[src/rtl/comparator_if.sv]
// Operand/result bundle for the registered magnitude comparator.
// Valid semantics: in_valid qualifies in1/in2 on each rising edge. out_valid follows it one
// cycle later. There is no backpressure, so every valid sample is consumed on its edge.
interface comparator_if #(
    parameter int WIDTH = 3,
    parameter int CNT_W = 8
);
    logic             in_valid;
    logic [WIDTH-1:0] in1;
    logic [WIDTH-1:0] in2;
    logic             cnt_clr;
    logic             lesser;
    logic             equal;
    logic             greater;
    logic             out_valid;
    logic [CNT_W-1:0] cnt_lt;
    logic [CNT_W-1:0] cnt_eq;
    logic [CNT_W-1:0] cnt_gt;

    modport master (
        output in_valid, in1, in2, cnt_clr,
        input  lesser, equal, greater, out_valid, cnt_lt, cnt_eq, cnt_gt
    );

    modport slave (
        input  in_valid, in1, in2, cnt_clr,
        output lesser, equal, greater, out_valid, cnt_lt, cnt_eq, cnt_gt
    );
endinterface

[src/rtl/comparator.sv]
// Registered magnitude comparator with one-hot lt/eq/gt flags, a valid qualifier,
// and saturating per-outcome event counters.
module comparator #(
    parameter int WIDTH      = 3,
    parameter int SIGNED_CMP = 0,
    parameter int CNT_W      = 8
) (
    input logic          clk,
    input logic          rst_n,
    comparator_if.slave  bus
);
    localparam logic [CNT_W-1:0] CNT_ONE = CNT_W'(1);
    localparam logic [CNT_W-1:0] CNT_MAX = '1;

    logic             lt_c;
    logic             eq_c;
    logic             gt_c;
    logic             lesser_q;
    logic             equal_q;
    logic             greater_q;
    logic             valid_q;
    logic [CNT_W-1:0] cnt_lt_q;
    logic [CNT_W-1:0] cnt_eq_q;
    logic [CNT_W-1:0] cnt_gt_q;

    always_comb begin
        lt_c = 1'b0;
        if (SIGNED_CMP != 0) begin
            lt_c = $signed(bus.in1) < $signed(bus.in2);
        end else begin
            lt_c = bus.in1 < bus.in2;
        end
        eq_c = bus.in1 == bus.in2;
        gt_c = !lt_c && !eq_c;
    end

    // Flags hold their last result while in_valid is low; only out_valid drops.
    always_ff @(posedge clk or negedge rst_n) begin
        if (!rst_n) begin
            lesser_q  <= 1'b0;
            equal_q   <= 1'b0;
            greater_q <= 1'b0;
            valid_q   <= 1'b0;
        end else begin
            valid_q <= bus.in_valid;
            if (bus.in_valid) begin
                lesser_q  <= lt_c;
                equal_q   <= eq_c;
                greater_q <= gt_c;
            end
        end
    end

    // A clear wins over a same-edge increment, so that sample goes uncounted.
    always_ff @(posedge clk or negedge rst_n) begin
        if (!rst_n) begin
            cnt_lt_q <= '0;
            cnt_eq_q <= '0;
            cnt_gt_q <= '0;
        end else if (bus.cnt_clr) begin
            cnt_lt_q <= '0;
            cnt_eq_q <= '0;
            cnt_gt_q <= '0;
        end else if (bus.in_valid) begin
            if (lt_c && cnt_lt_q != CNT_MAX) cnt_lt_q <= cnt_lt_q + CNT_ONE;
            if (eq_c && cnt_eq_q != CNT_MAX) cnt_eq_q <= cnt_eq_q + CNT_ONE;
            if (gt_c && cnt_gt_q != CNT_MAX) cnt_gt_q <= cnt_gt_q + CNT_ONE;
        end
    end

    assign bus.lesser    = lesser_q;
    assign bus.equal     = equal_q;
    assign bus.greater   = greater_q;
    assign bus.out_valid = valid_q;
    assign bus.cnt_lt    = cnt_lt_q;
    assign bus.cnt_eq    = cnt_eq_q;
    assign bus.cnt_gt    = cnt_gt_q;
endmodule

[src/flat_wrapper.sv]
// flat-port wrapper written by rule: the top's interface ports become plain ports
module comparator_flat 
#(
    parameter int WIDTH      = 3,
    parameter int SIGNED_CMP = 0,
    parameter int CNT_W      = 8
)
  (clk, rst_n, bus_in_valid, bus_in1, bus_in2, bus_cnt_clr, bus_lesser, bus_equal, bus_greater, bus_out_valid, bus_cnt_lt, bus_cnt_eq, bus_cnt_gt);
  comparator_if #(.WIDTH(WIDTH), .CNT_W(CNT_W)) bus_i ();
  input logic clk;
  input logic rst_n;
  input wire logic [$bits(bus_i.in_valid)-1:0] bus_in_valid;
  input wire logic [$bits(bus_i.in1)-1:0] bus_in1;
  input wire logic [$bits(bus_i.in2)-1:0] bus_in2;
  input wire logic [$bits(bus_i.cnt_clr)-1:0] bus_cnt_clr;
  output wire logic [$bits(bus_i.lesser)-1:0] bus_lesser;
  output wire logic [$bits(bus_i.equal)-1:0] bus_equal;
  output wire logic [$bits(bus_i.greater)-1:0] bus_greater;
  output wire logic [$bits(bus_i.out_valid)-1:0] bus_out_valid;
  output wire logic [$bits(bus_i.cnt_lt)-1:0] bus_cnt_lt;
  output wire logic [$bits(bus_i.cnt_eq)-1:0] bus_cnt_eq;
  output wire logic [$bits(bus_i.cnt_gt)-1:0] bus_cnt_gt;
  assign bus_i.in_valid = bus_in_valid;
  assign bus_i.in1 = bus_in1;
  assign bus_i.in2 = bus_in2;
  assign bus_i.cnt_clr = bus_cnt_clr;
  assign bus_lesser = bus_i.lesser;
  assign bus_equal = bus_i.equal;
  assign bus_greater = bus_i.greater;
  assign bus_out_valid = bus_i.out_valid;
  assign bus_cnt_lt = bus_i.cnt_lt;
  assign bus_cnt_eq = bus_i.cnt_eq;
  assign bus_cnt_gt = bus_i.cnt_gt;
  comparator #(.WIDTH(WIDTH), .SIGNED_CMP(SIGNED_CMP), .CNT_W(CNT_W)) u_core (.clk(clk), .rst_n(rst_n), .bus(bus_i));
endmodule
[config.mk]
export PLATFORM = sky130hd
export DESIGN_NAME = comparator_flat
export DESIGN_NICKNAME = d
export VERILOG_FILES = /design/src/rtl/comparator_if.sv /design/src/rtl/comparator.sv /design/src/flat_wrapper.sv
export SDC_FILE = /design/constraint.sdc
export NUM_CORES = 1
export LEC_CHECK = 0
export ABC_AREA = 1
export CORE_AREA = 2 2 63 65
export CTS_CLUSTER_DIAMETER = 80
export DETAILED_ROUTE_END_ITERATION = 7
export DIE_AREA = 0 0 65 67
export PLACE_DENSITY_LB_ADDON = 0.25
export SYNTH_ARGS = -nofsm -noshare
export SYNTH_HDL_FRONTEND = slang
export SYNTH_SLANG_ARGS = --single-unit
export TNS_END_PERCENT = 5
[constraint.sdc]
create_clock -name clk -period 1.9 [get_ports clk]
set_clock_uncertainty 0.05 [all_clocks]
set_input_delay 0.38 -clock clk [delete_from_list [all_inputs] [get_ports clk]]
set_output_delay 0.38 -clock clk [all_outputs]
set_load 0.02 [all_outputs]
Yosys cells after proc, flatten, opt, wreduce, memory -nomap -nowiden:

Cells that the tools add are included.
Widths: inputs -> output; s select.

* bits in latches: 0
* output and inout port bits: 28
* bits in read-only memories: 0
* logic and storage cells: 37
* bits of input ports: 10
* bits in registers: 28
* memories kept: 0
* bits in writable memories: 0

* reductions and logical operators: 13
* bitwise logic cells: 0
* shift-type cells: 0
* muxes and demuxes: 9
* add/subtract/negate cells: 3
* eq/ne operators: 4
* $mul: 0
* div/mod/pow operators: 0
* order comparisons: 1

Operators by type and width (number)
* $mux 8: 9
* $add 8x1->8 const B: 3
* $ne 8x8->1 const B: 3
* $reduce_bool 2->1: 4
* $reduce_and 2->1: 3
* $logic_and 1x1->1: 4
* $eq 3x3->1: 1
* $lt 3x3->1: 1
* $logic_not 1->1: 2

Longest topological paths before layout:

Gate-level depths: netlist (run 1).

* depth after elaboration: 7
* depth in mapped cells: 9
* mapped depth without buffers: 9

Worst setup path after synthesis (run 1):

OpenSTA, ideal clock, no wires.

* kind: flip-flop to flip-flop
* start: register u_core.cnt_gt_q[0] (netlist: u_core.bus.cnt_gt[0])
* end: register u_core.cnt_gt_q[5] (netlist: u_core.bus.cnt_gt[5])
* cell stages (with the launch flop): 9
* slack: 0.378 ns
* arrival: 1.355 ns
* library setup time: 0.117 ns
* path buffers: 0
* clock period less this slack: 1.522 ns
* cells stage by stage: dfrtp_1 ha_1 nand3_1 inv_1 nand2_1 nand3_4 nand2_4 nand2_1 nand2_1

* longest elaborated chain between the ends: 4
* elaborated cells on any way between the ends: 8
* classes of those cells: 1 x add/sub; 1 x eq/ne; 3 x mux; 3 x reduce/logical

RTL lines
* start: declaration: RTL line comparator.sv:24 `logic [CNT_W-1:0] cnt_gt_q;`
* start signal: assignment: RTL line comparator.sv:67 `if (gt_c && cnt_gt_q != CNT_MAX) cnt_gt_q <= cnt_gt_q + CNT_ONE;`
* $add 8x1->8 / $ne 8x8->1 (equally long branches): RTL line comparator.sv:67
* $mux 8 / $logic_and 1x1->1 (equally long branches): RTL line comparator.sv:67
* $mux 8 / $reduce_bool 2->1 (equally long branches)
* $mux 8 / $reduce_and 2->1 (equally long branches)

Several ways; a longest one is shown, not always the timed one. The select of a mux whose other input is x is not followed.
A chain may end at the register's enable or synchronous reset.

Final worst setup path (run 1):

* start: register u_core.cnt_gt_q[2] (netlist: u_core.bus.cnt_gt[2])
* end: output bus_cnt_gt[2]

RTL lines
* end: declaration: RTL line flat_wrapper.sv:22 `output wire logic [$bits(bus_i.cnt_gt)-1:0] bus_cnt_gt;`

No word-level cell between the ends.

==> results.cfg, run 1 <==
[yosys]
yosys_warnings = 0
ys_ff_latch = 28
synth_fp_nets = 277
synthCells = 261
ys_types = 20
synth_area_mm2 = 0.00180
ys_seq_area_share_pct = 38.8
avgSynthCellArea_um2 = 6.91

[detailed_routing]
drt_iter0_markers = 95
detail-route-antenna-nets = 0
avgRoutedWirePerCell_um = 11.5
remaining_drc_errors = 0
vias = 1734
drt-vias-per-instance = 4.90
wl_mm = 4.06
drt_pass1_iterations = 4

[run]
cap_violations = 0

[critical_path]
worstPathCellList = clkdlybuf4s50_1
crit_required_ns = 1.47
start_kind = flip-flop
crit_path_end_kind = primary output
slowest_delay_ns = 0.65
ff2ff_path_depth = 8
reg2reg_to = u_core.bus.cnt_gt[7]$_DFFE_PN0P_
critPathSlowestCell = clkdlybuf4s50_1
path_buf_inv = 1
critPathKind = flip-flop to primary output
cp_max_fo = 7
r2r-start = u_core.bus.cnt_gt[0]$_DFFE_PN0P_
path_delay_family = buffers and inverters
cp.arrival_ns = 1.39
crit_cells = 1
rrSetupSlack_ns = 0.29

[final_layout]
drive_gt1_share_pct = 8.17
fillers = 337
nNetsFinal = 323
diodes = 0
area_growth_syn_to_layout_pct = 30.4

[sta]
hold_violations = 0
period_share_pct = 96.0
max_slew_margin_pct = 75.9
finalSetupViolations = 0
max_freq_mhz = 548
tns_ns = 0
tightestPinTransition_ns = 0.362
slew_viol_final = 0
rsz0062_at_grt = no
min_period_ns = 1.82

[run_status]
status = finished, final reports clean

[pwr]
power_mw = 1.22
leakage_nw = 1.20
peakVddDrop_uv = 273
power.density_mw_per_mm2 = 517

[clocking]
cts_setup_buffers = 0
numCtsBuffers = 3
insertion_delay_ns = 0.27
cts_tree = built
cts_root_buffer = clkbuf_8
cts.clk_slew.worst_paths_ns = 0.09
ctsHtreeMaxLevel = 1
postCtsHoldBufs = 0
clock-sinks = 28
cts_buffer_depth = 2

[worst_hold_path]
hp-class = input port to async pin

[global_route]
grt_usage_pct = 20.4
grt.overflow.total = 0
grt_max_degree = 29
grt_pass1_vias = 1627
antenna_found_initial = 0
grt_pass1_wl_mm = 7.07

[floorplanning]
rows = 22
die_w_um = 65
coreArea_mm2 = 0.00361
num_io_pins = 38
dieHeight_um = 67
dieArea_mm2 = 0.00436
initial_core_util_pct = 50.0

[place]
place.gp.congestion = 0.829
post-dp-hpwl_mm = 3.02
place.port_buffers = 37
==> how the worst max path moves through the flow <==
stage / slack (ns) / to / startpoint
2_1_floorplan: 0.38 / u_core.bus.cnt_gt[5]$_DFFE_PN0P_ / u_core.bus.cnt_gt[0]$_DFFE_PN0P_
6_report: 0.08 / bus_cnt_gt[2] / u_core.bus.cnt_gt[2]$_DFFE_PN0P_
4_1_cts: 0.05 / bus_cnt_gt[0] / u_core.bus.cnt_gt[0]$_DFFE_PN0P_
3_5_place_dp: -0.20 / u_core.bus.cnt_lt[5]$_DFFE_PN0P_ / bus_in2[2]
5_1_grt: 0.006 / u_core.bus.cnt_lt[1]$_DFFE_PN0P_ / bus_in2[2]
3_3_place_gp: -0.13 / u_core.bus.cnt_lt[2]$_DFFE_PN0P_ / bus_in2[2]
==> cells in the final DEF, fill, tap and decap left out <==
master             n
nand3_1           36
dlymetal6s2s_1     2
nand2_4            1
nor2_4             2
inv_1             28
clkbuf_8           4
nor2_1            27
xor2_1             2
or2_2              2
buf_4              7
a21oi_4            1
nand2_1          105
ha_1               5
nor2_2             2
nand4_2            1
xnor2_1            2
ha_2               1
buf_12             1
nand3_4            2
o21ai_0            2
dfrtp_1           28
clkdlybuf4s50_1   35
nand2_2            1
nand4_1            9
==> layout make-up <==
cell class,count,area [um^2],area share [%]
well taps,48,60.1,2.55
clock buffers,4,55.1,2.34
flip-flops and latches,28,701,29.8
multi-input cells,201,983,41.8
repair buffers,45,448,19.0
inverters,28,105,4.47
==> per-layer routing <==
metal	up-vias	GRT usage, %	part of all wire [%]
met1	786	28.0	47
li1	914	-	-
met2	30	35.6	49
met3	4	2.03	3.1
met5	-	0	0
met4	0	3.19	0.49
==> state kept, by name (all words and copies together), names as in the netlist <==
signal / cells
u_core.bus.cnt_eq: 8
u_core.bus.cnt_gt: 8
u_core.bus.cnt_lt: 8
u_core.bus.out_valid: 1
u_core.bus.equal: 1
u_core.bus.lesser: 1
u_core.bus.greater: 1
==> synthesized netlist by cell type <==
| cell | number | area [um^2] |
|---|---|---|
| xor2_1 | 2 | 17.5 |
| o21ai_0 | 2 | 10.0 |
| nor2_4 | 2 | 22.5 |
| a21oi_4 | 1 | 16.3 |
| inv_1 | 28 | 105 |
| ha_1 | 6 | 75.1 |
| xnor2_1 | 2 | 17.5 |
| nand3_1 | 36 | 180 |
| nand2_2 | 1 | 6.26 |
| nand3_4 | 2 | 35.0 |
| clkbuf_1 | 2 | 7.51 |
| or2_2 | 2 | 12.5 |
| nand4_1 | 9 | 56.3 |
| nand2_1 | 105 | 394 |
| nor2_2 | 2 | 12.5 |
| buf_2 | 2 | 10.0 |
| dfrtp_1 | 28 | 701 |
| nor2_1 | 27 | 101 |
| nand4_2 | 1 | 12.5 |
| nand2_4 | 1 | 11.3 |
==> logic make-up (layout without fill, tap and decap cells) <==
| logic type | count (synthesis) | in the layout | share of synthesized area (%) |
|---|---|---|---|
| fa+ha+maj | 6 | 6 | 4.16 |
| buf+inv | 32 | 77 | 6.80 |
| simple gates | 188 | 188 | 46.8 |
| xor+xnor | 4 | 4 | 1.94 |
| compound gates | 3 | 3 | 1.46 |
| flops | 28 | 28 | 38.8 |
==> report_power, final <==
| part | leakage, nW | total, mW | switching, mW | internal (mW) |
|---|---|---|---|---|
| combinational | 0.786 | 0.222 | 0.130 | 0.0922 |
| sequential | 0.383 | 0.631 | 0.0185 | 0.612 |
| clock | 0.0288 | 0.364 | 0.178 | 0.185 |
| total | 1.20 | 1.22 | 0.327 | 0.890 |
==> metrics by stage <==
step	area, um^2	cells	hold WS, ns	utilization, %	setup WS [ns]
5_1_grt	2350	354	0.476	65.2	0.00603
3_3_place_gp	2290	350	0.423	63.5	-0.132
3_5_place_dp	2290	350	0.423	63.5	-0.200
4_1_cts	2340	354	0.440	65.0	0.0470
2_1_floorplan	1800	261	0.0344	-	0.378
6_report	2350	354	0.426	65.2	0.0751
==> what timing repair did <==
action                                  in CTS  in global routing
resized for setup                            0                  3
endpoints found under the hold margin        0                  0
endpoints found under the setup margin       0                 10
No activity file was read; power rests on OpenSTA's default activity.
==> run 2, diff against run 1 <==
--- a/config.mk
+++ b/config.mk
@@ -11,6 +11,7 @@
 export DETAILED_ROUTE_END_ITERATION = 7
 export DIE_AREA = 0 0 65 67
 export PLACE_DENSITY_LB_ADDON = 0.25
+export SLEW_MARGIN = 30
 export SYNTH_ARGS = -nofsm -noshare
 export SYNTH_HDL_FRONTEND = slang
 export SYNTH_SLANG_ARGS = --single-unit
==> results of run 2 <==
Final layout, timing and power as in run 1 (identical DEF).
==> run 3, diff against run 2 <==
--- a/config.mk
+++ b/config.mk
@@ -10,6 +10,7 @@
 export CTS_CLUSTER_DIAMETER = 80
 export DETAILED_ROUTE_END_ITERATION = 7
 export DIE_AREA = 0 0 65 67
+export GPL_ROUTABILITY_DRIVEN = 0
 export PLACE_DENSITY_LB_ADDON = 0.25
 export SLEW_MARGIN = 30
 export SYNTH_ARGS = -nofsm -noshare
==> results of run 3 <==
Final layout, timing and power as in run 1 (identical DEF).
